[config.mk]
export PLATFORM = sky130hd
export DESIGN_NAME = aes_stream_feeder
export DESIGN_NICKNAME = d
export VERILOG_FILES = /design/src/rtl/aes_stream_feeder.sv
export SDC_FILE = /design/constraint.sdc
export NUM_CORES = 1
export LEC_CHECK = 0
export CAP_MARGIN = 20
export CORE_UTILIZATION = 30
export DETAILED_ROUTE_END_ITERATION = 8
export GPL_TIMING_DRIVEN = 0
export REMOVE_ABC_BUFFERS = 1
export SYNTH_ARGS = -nofsm -noshare
export SYNTH_HDL_FRONTEND = slang
export SYNTH_SLANG_ARGS = --single-unit
[constraint.sdc]
create_clock -name clk -period 6.34 [get_ports clk]
set_input_delay 1.902 -clock clk [delete_from_list [all_inputs] [get_ports clk]]
set_output_delay 1.902 -clock clk [all_outputs]
set_load 0.01 [all_outputs]
[src/rtl/aes_stream_feeder.sv]
// Streaming wrapper for the iterative AES-128 core. It buffers plaintext in a FIFO,
// issues one block at a time to the core, and holds each ciphertext with valid/ready.
module aes_stream_feeder #(
   parameter int DEPTH = 4,
   parameter int CNT_W = 32
) (
   input  logic               clk,
   input  logic               rst_n,
   input  logic               key_load,
   input  logic [127:0]       key_in,
   output logic               key_ready,
   input  logic               in_valid,
   input  logic [127:0]       in_data,
   output logic               in_ready,
   output logic               out_valid,
   output logic [127:0]       out_data,
   input  logic               out_ready,
   output logic               core_start,
   output logic [127:0]       core_key,
   output logic [127:0]       core_block,
   input  logic               core_busy,
   input  logic               core_valid,
   input  logic [127:0]       core_block_out,
   output logic [CNT_W-1:0]   blk_cnt,
   output logic               key_err
);
   localparam int AW = $clog2(DEPTH);

   typedef enum logic [1:0] {IDLE, ISSUE, WAIT} state_t;

   state_t       state, state_nxt;
   logic [127:0] mem [DEPTH];
   logic [AW:0]  wr_ptr, rd_ptr;
   logic         full, empty, push, pop, capture, in_flight, key_wr;

   assign empty     = (wr_ptr == rd_ptr);
   assign full      = (wr_ptr[AW] != rd_ptr[AW]) && (wr_ptr[AW-1:0] == rd_ptr[AW-1:0]);
   assign in_ready  = !full;
   assign push      = in_valid && !full;
   assign key_ready = empty && !in_flight && !core_busy && !out_valid;
   assign key_wr    = key_load && key_ready;
   // A result pulse only counts while a block is outstanding; strays after reset drop here.
   assign capture   = in_flight && core_valid;

   always_ff @(posedge clk) begin
      if (!rst_n) state <= IDLE;
      else        state <= state_nxt;
   end

   always_comb begin
      state_nxt = state;
      pop       = 1'b0;
      case (state)
         IDLE: begin
            if (!empty && !in_flight && !core_busy && !out_valid && !core_start) begin
               pop       = 1'b1;
               state_nxt = ISSUE;
            end
         end
         ISSUE:   state_nxt = capture ? IDLE : WAIT;
         WAIT:    if (capture) state_nxt = IDLE;
         default: state_nxt = IDLE;
      endcase
   end

   always_ff @(posedge clk) begin
      if (push) mem[wr_ptr[AW-1:0]] <= in_data;
   end

   always_ff @(posedge clk) begin
      if (!rst_n) begin
         wr_ptr     <= '0;
         rd_ptr     <= '0;
         in_flight  <= 1'b0;
         out_valid  <= 1'b0;
         core_start <= 1'b0;
         blk_cnt    <= '0;
         key_err    <= 1'b0;
         out_data   <= '0;
         core_key   <= '0;
         core_block <= '0;
      end else begin
         core_start <= pop;
         if (push) wr_ptr <= wr_ptr + (AW+1)'(1);
         if (pop) begin
            rd_ptr     <= rd_ptr + (AW+1)'(1);
            core_block <= mem[rd_ptr[AW-1:0]];
            in_flight  <= 1'b1;
         end
         // Issue waits for an empty output register, so capture never overwrites a held result.
         if (capture) begin
            out_data  <= core_block_out;
            out_valid <= 1'b1;
            in_flight <= 1'b0;
         end else if (out_valid && out_ready) begin
            out_valid <= 1'b0;
         end
         if (out_valid && out_ready) blk_cnt <= blk_cnt + CNT_W'(1);
         if (key_wr) core_key <= key_in;
         else if (key_load) key_err <= 1'b1;
      end
   end
endmodule

==> results.ini, run 1 <==
[yosys]
postSynthCellCount = 2572
ys_seq_area_frac = 0.6865
synth-seq-cells = 940
syn_area_um2 = 34880
ys.flop_type = edfxtp_1
ys_types = 39
ys_warn_count = 0
synth_edf_count = 512
synth_async_sr_flop_share = 0
synth_area_per_cell_um2 = 13.56

[setup_path]
slowest_stage = clkdlybuf4s50_1
worstPathArrival_ns = 4.24
crit_chain = clkdlybuf4s50_1 -> nor3_1 -> nor4b_2 -> clkdlybuf4s50_1
crit_cells = 4
rrSetupSlack_ns = 2.43
endpoint = key_ready
cp.required_ns = 4.44
cp_max_fo = 3
end_kind = output pin
start_kind = input port
crit_type = in -> out
reg2reg_to = mem[2][91]
worst-path-buf-inv = 2
critPathLaunch = core_busy
rr_startpoint = rd_ptr[0]
slowest_delay_ns = 0.72
crit_top_cell = clkdlybuf4s50_1
reg2reg_depth = 6
critPathTopFamily = simple AND/OR/NAND/NOR gates

[detailed_routing]
ant_nets = 0
wl_mm = 106.4
wl_met1_mm = 41.26
top_layer = met5
wl_met2_mm = 52.00
drtIter0Drc = 1174
num_vias = 22810
via_per_inst = 4.596
first_pass_iters = 7
dr_wl_met3_mm = 9.548
drc_errors = 0
wl_per_cell_um = 21.45

[clock_tree]
cts_buffer_depth = 3
cts_tree = done
hold_buffers = 0
cts_sinks = 940
cts_resized = 0
cts.reportedPaths.clkPinSlew_ns = 0.06
cts_setup_buffers = 0
cts-buffers-inserted = 102
htree_levels = 3
insertion_delay_ns = 0.68
clockRootBuffer = clkbuf_16

[timing]
finClkSkew_ns = 0.04130
timing_hold_violations_final = 0
setup_viol_count_final = 0
max_slew_margin = 0.4273
min_period_over_period = 0.9686
slew_viol_final = 0
max_freq_ghz = 0.1628
setup_slack_ns = 0.1991
tightestPinTransition_ns = 0.8591
rsz0062_at_grt = false
period_needed_ns = 6.141

[global_routing]
grt_start_max_net_pins = 139
grt_usage = 0.1744
grt_pass1_vias = 22280
overflow = 0
grt_pass1_wl_mm = 152.1
antenna_found_initial = 32

[finish]
nets = 3748
post-route-util = 0.4223
layout-drive-gt1-share = 0.09540
final_cells = 4962
final_common_cell = clkdlybuf4s50_1
fillers = 10690
syn2layout_area_growth_pct = 39.02
final_cell_mix = clkdlybuf4s50_1 (810), nand2_1 (787), edfxtp_1 (512)

[floorplan]
ios = 812
num_rows = 124
die_w_um = 343.0
coreArea_um2 = 114800
die_h_um = 343.0
die_area_um2 = 117600
start_util = 0.3038

[pwr]
power_density_nw_per_um2 = 337.3
p_leak_nw = 15.87
ir_worst_vdd_mv = 0.2565
finalPower_mw = 16.35

[place]
place_inst = 4759
place.gp.congestion = 0.8261
portBuffers = 811
post-dp-hpwl_mm = 73.87
dp_slack_ns = 0.1592

[status]
status = completed

[flow_run]
drv_cap = 0

[hold_path]
hp-start = core_key[118]
hold_path.class = reg -> reg

## metal layers
metal,GRT usage,vias up
met2,0.2945,661
met5,0,-
li1,-,10730
met3,0.06300,186
met1,0.2036,11200
met4,0.06074,28
## stage by stage
step / hold slack (ns) / cell area (um^2) / setup TNS (ns)
after floorplan: 0.4790 / 34170 / -3088.15
after global placement: 0.4421 / 44180 / -
after detailed placement: 0.4452 / 45070 / 0
after CTS: 0.4567 / 48460 / 0
after global routing: 0.4691 / 48470 / 0
final: 0.4513 / 48490 / 0
## registers in the layout, summed over array words and instances (netlist names)
register	cells
mem	512
core_block	128
core_key	128
out_data	128
blk_cnt	32
rd_ptr	3
wr_ptr	3
state	2
core_start	1
in_flight	1
key_err	1
out_valid	1
## worst min-delay path, stage by stage, from the launching register on
cell and delay (ns):
dfxtp_1 0.30, nand2_1 0.05, mux2i_1 0.05
## where the power goes
part	internal, mW	switching (mW)
sequential	6.94	0.258
clock	3.49	2.49
combinational	1.62	1.55
total	12.1	4.30
## final cells by class
| type | count | area, um^2 | area share |
|---|---|---|---|
| flip-flops and latches | 940 | 23950 | 0.4939 |
| clock inverters | 36 | 417.9 | 0.008618 |
| well taps | 1512 | 1892 | 0.03902 |
| multi-input cells | 1456 | 10250 | 0.2114 |
| diodes | 12 | 30.03 | 0.0006193 |
| repair buffers | 844 | 8949 | 0.1845 |
| clock buffers | 155 | 2975 | 0.06136 |
| inverters | 7 | 26.28 | 0.0005419 |
## how the worst min path moves through the flow
stage / endpoint / slack (ns) / depth (start not counted)
finish: core_key[118] / 0.45 / 2
floorplan: core_key[0] / 0.48 / 2
global placement: core_key[112] / 0.44 / 2
CTS: core_key[118] / 0.46 / 2
global route: core_key[44] / 0.47 / 2
detailed placement: core_key[102] / 0.45 / 2
## synthesized netlist by cell type, types with 9 or more instances
| cell type | number | area share |
|---|---|---|
| a21boi_0 | 272 | 0.059 |
| and2_1 | 22 | 0.0039 |
| buf_2 | 22 | 0.0032 |
| buf_4 | 13 | 0.0028 |
| clkbuf_1 | 126 | 0.014 |
| dfxtp_1 | 428 | 0.25 |
| edfxtp_1 | 512 | 0.44 |
| mux2i_1 | 130 | 0.037 |
| mux4_2 | 128 | 0.083 |
| nand2_1 | 788 | 0.085 |
| nand3_1 | 10 | 0.0014 |
| o21ai_0 | 9 | 0.0013 |
| o31ai_1 | 9 | 0.0019 |
| or3_1 | 9 | 0.0016 |
| or4_1 | 12 | 0.0026 |
| xnor2_1 | 10 | 0.0025 |
| xor2_1 | 9 | 0.0023 |
## kinds of logic (layout without fill, tap and decap cells)
logic type / after synthesis / in the layout / synth area share
DFF: 940 / 940 / 0.6865
and+or+nand+nor: 870 / 870 / 0.1006
AOI/OAI and AO/OA: 303 / 303 / 0.06486
muxes: 258 / 258 / 0.1200
buffers and inverters: 176 / 1042 / 0.02117
xor gates and xnor gates: 19 / 19 / 0.004771
adders and majority gates: 6 / 6 / 0.002152
other: 0 / 12 / 0
No activity file was read; power rests on OpenSTA's default activity.
==> run 2: changes to the inputs <==
Settings changed: SETUP_SLACK_MARGIN set to 0.15.
==> run 2 against run 1 <==
Against the previous run: sequential share of layout area barely moved; power barely moved; critical endpoint unchanged; highest routed layer unchanged; cell area about the same; count of clock-buffer cells in the layout unchanged; via count about the same.
==> results.ini, run 2 (synthesis gave the netlist of run 1 again) <==
[clock_tree]
cts_sinks = 940  ; unchanged
insertion_delay_ns = 0.68  ; about the same
cts.reportedPaths.clkPinSlew_ns = 0.06  ; about the same
cts-buffers-inserted = 102  ; unchanged
htree_levels = 3  ; unchanged
cts_tree = done  ; unchanged
cts_buffer_depth = 3  ; unchanged
clockRootBuffer = clkbuf_16  ; unchanged
hold_buffers = 0  ; unchanged

[finish]
post-route-util = 0.4224  ; was 0.4223
final_cells = 4962  ; unchanged
layout-drive-gt1-share = 0.09570  ; was 0.09540
final_area_um2 = 48490  ; about the same
regArea_um2 = 23950  ; unchanged
syn2layout_area_growth_pct = 39.04  ; was 39.02%
multi_input_comb_area_um2 = 10250  ; about the same
final_common_cell = clkdlybuf4s50_1  ; unchanged
nets = 3748  ; unchanged
final_cell_mix = clkdlybuf4s50_1 (810), nand2_1 (787), edfxtp_1 (512)  ; unchanged
largest_reg_flops = 512  ; unchanged
fillers = 10680  ; was 10.69k

[detailed_routing]
wl_mm = 106.4  ; about the same
via_per_inst = 4.595  ; was 4.596
ant_nets = 0  ; unchanged
num_vias = 22800  ; was 22.81k
drc_errors = 0  ; unchanged
drtIter0Drc = 1174  ; unchanged
first_pass_iters = 7  ; unchanged
wl_per_cell_um = 21.45  ; about the same

[pwr]
ir_worst_vdd_mv = 0.2565  ; unchanged
finalPower_mw = 16.36  ; was 16.35 mW
power_density_nw_per_um2 = 337.3  ; about the same
seqPwrFrac = 0.440  ; about the same
p_sw_mw = 4.305  ; was 4.303 mW
power_frac_comb = 0.194  ; about the same
p_leak_nw = 15.87  ; about the same
pwr-share-clk = 0.366  ; about the same
intPower_mw = 12.05  ; about the same
switching_share = 0.2632  ; was 0.2631

[timing]
period_needed_ns = 5.883  ; was 6.141 ns
setup_tns_ns = 0  ; unchanged
finClkSkew_ns = 0.04130  ; about the same
setup_slack_ns = 0.4570  ; was 0.1991 ns
rsz0062_at_grt = false  ; unchanged
max_slew_margin = 0.4273  ; about the same
slew_viol_final = 0  ; unchanged
min_period_over_period = 0.9279  ; was 0.9686
tightestPinTransition_ns = 0.8591  ; about the same
max_freq_ghz = 0.1700  ; was 0.1628 GHz
finalHoldWorstSlack_ns = 0.4513  ; unchanged
setup_viol_count_final = 0  ; unchanged
timing_hold_violations_final = 0  ; unchanged

[global_routing]
grt_pass1_vias = 22280  ; unchanged
antenna_found_initial = 32  ; unchanged
grt_usage = 0.1744  ; unchanged
grt_start_max_net_pins = 139  ; unchanged
overflow = 0  ; unchanged
grt_pass1_wl_mm = 152.1  ; unchanged

[hold_path]
hp-start = core_key[118]  ; unchanged
hold_path.class = reg -> reg  ; unchanged

[place]
dp_slack_ns = 0.1592  ; unchanged
portBuffers = 811  ; unchanged
place.gp.congestion = 0.8261  ; unchanged
placed_area_um2 = 45070  ; unchanged
place_inst = 4759  ; unchanged
post-dp-hpwl_mm = 73.87  ; unchanged

[floorplan]
die_h_um = 343.0  ; unchanged
num_rows = 124  ; unchanged
ios = 812  ; unchanged
start_util = 0.3038  ; unchanged
coreArea_um2 = 114800  ; unchanged
die_area_um2 = 117600  ; unchanged
die_w_um = 343.0  ; unchanged

[setup_path]
start_kind = input port  ; unchanged
crit_type = in -> out  ; unchanged
rrSetupSlack_ns = 2.43  ; about the same
rr_startpoint = rd_ptr[0]  ; unchanged
worstPathArrival_ns = 3.98  ; was 4.24 ns
cp_max_fo = 3  ; unchanged
critPathLaunch = core_busy  ; unchanged
cp.required_ns = 4.44  ; about the same
end_kind = output pin  ; unchanged

[flow_run]
drv_cap = 0  ; unchanged

[status]
status = completed  ; unchanged

run 2: cell count changes in the layout (fill, tap and decap cells not counted):
| cell | before | now |
|---|---|---|
| nor3_2 | 0 | 1 |
| nor3_1 | 4 | 3 |
run 2: worst paths after layout:
| check | to | cells past startpoint |
|---|---|---|
| worst max-delay path | key_ready | 4 |
| worst min-delay path | core_key[118] | 2 |
| worst max register to register | mem[2][91] | 6 |
| worst min register to register | core_key[118] | 2 |
run 2: power by group through the flow:
stage               clock network, mW  logic, mW  registers, mW
global route                     6.37       3.42           7.26
CTS                              6.17       3.26           7.21
finish                           5.99       3.17           7.20
detailed placement                  0       3.24           7.33
global placement                    0       3.43           7.55
floorplan                           0       1.42           7.57
run 2: repair_timing:
action,CTS,global route
resized for setup,1,0
setup endpoints to repair,1,0
buffers inserted,0,0
run 2: layer usage:
| metal | up-vias | share of wire | global-route usage |
|---|---|---|---|
| li1 | 10730 | - | - |
| met1 | 11190 | 0.39 | 0.2036 |
| met2 | 665 | 0.49 | 0.2945 |
| met3 | 186 | 0.090 | 0.06300 |
| met4 | 28 | 0.032 | 0.06074 |
| met5 | - | 0.0017 | 0 |
run 2: layout make-up:
class | count | area share
Sequential cell | 940 | 0.4939
Inverter | 7 | 0.0005418
Multi-Input combinational cell | 1456 | 0.2114
Timing Repair Buffer | 844 | 0.1845
Antenna cell | 12 | 0.0006192
Clock inverter | 36 | 0.008618
Tap cell | 1512 | 0.03901
Clock buffer | 155 | 0.06136
run 2: critical path: stages:
cell             delay (ns)
clkdlybuf4s50_1        0.41
nor3_2                 0.37
nor4b_2                0.57
clkdlybuf4s50_1        0.72
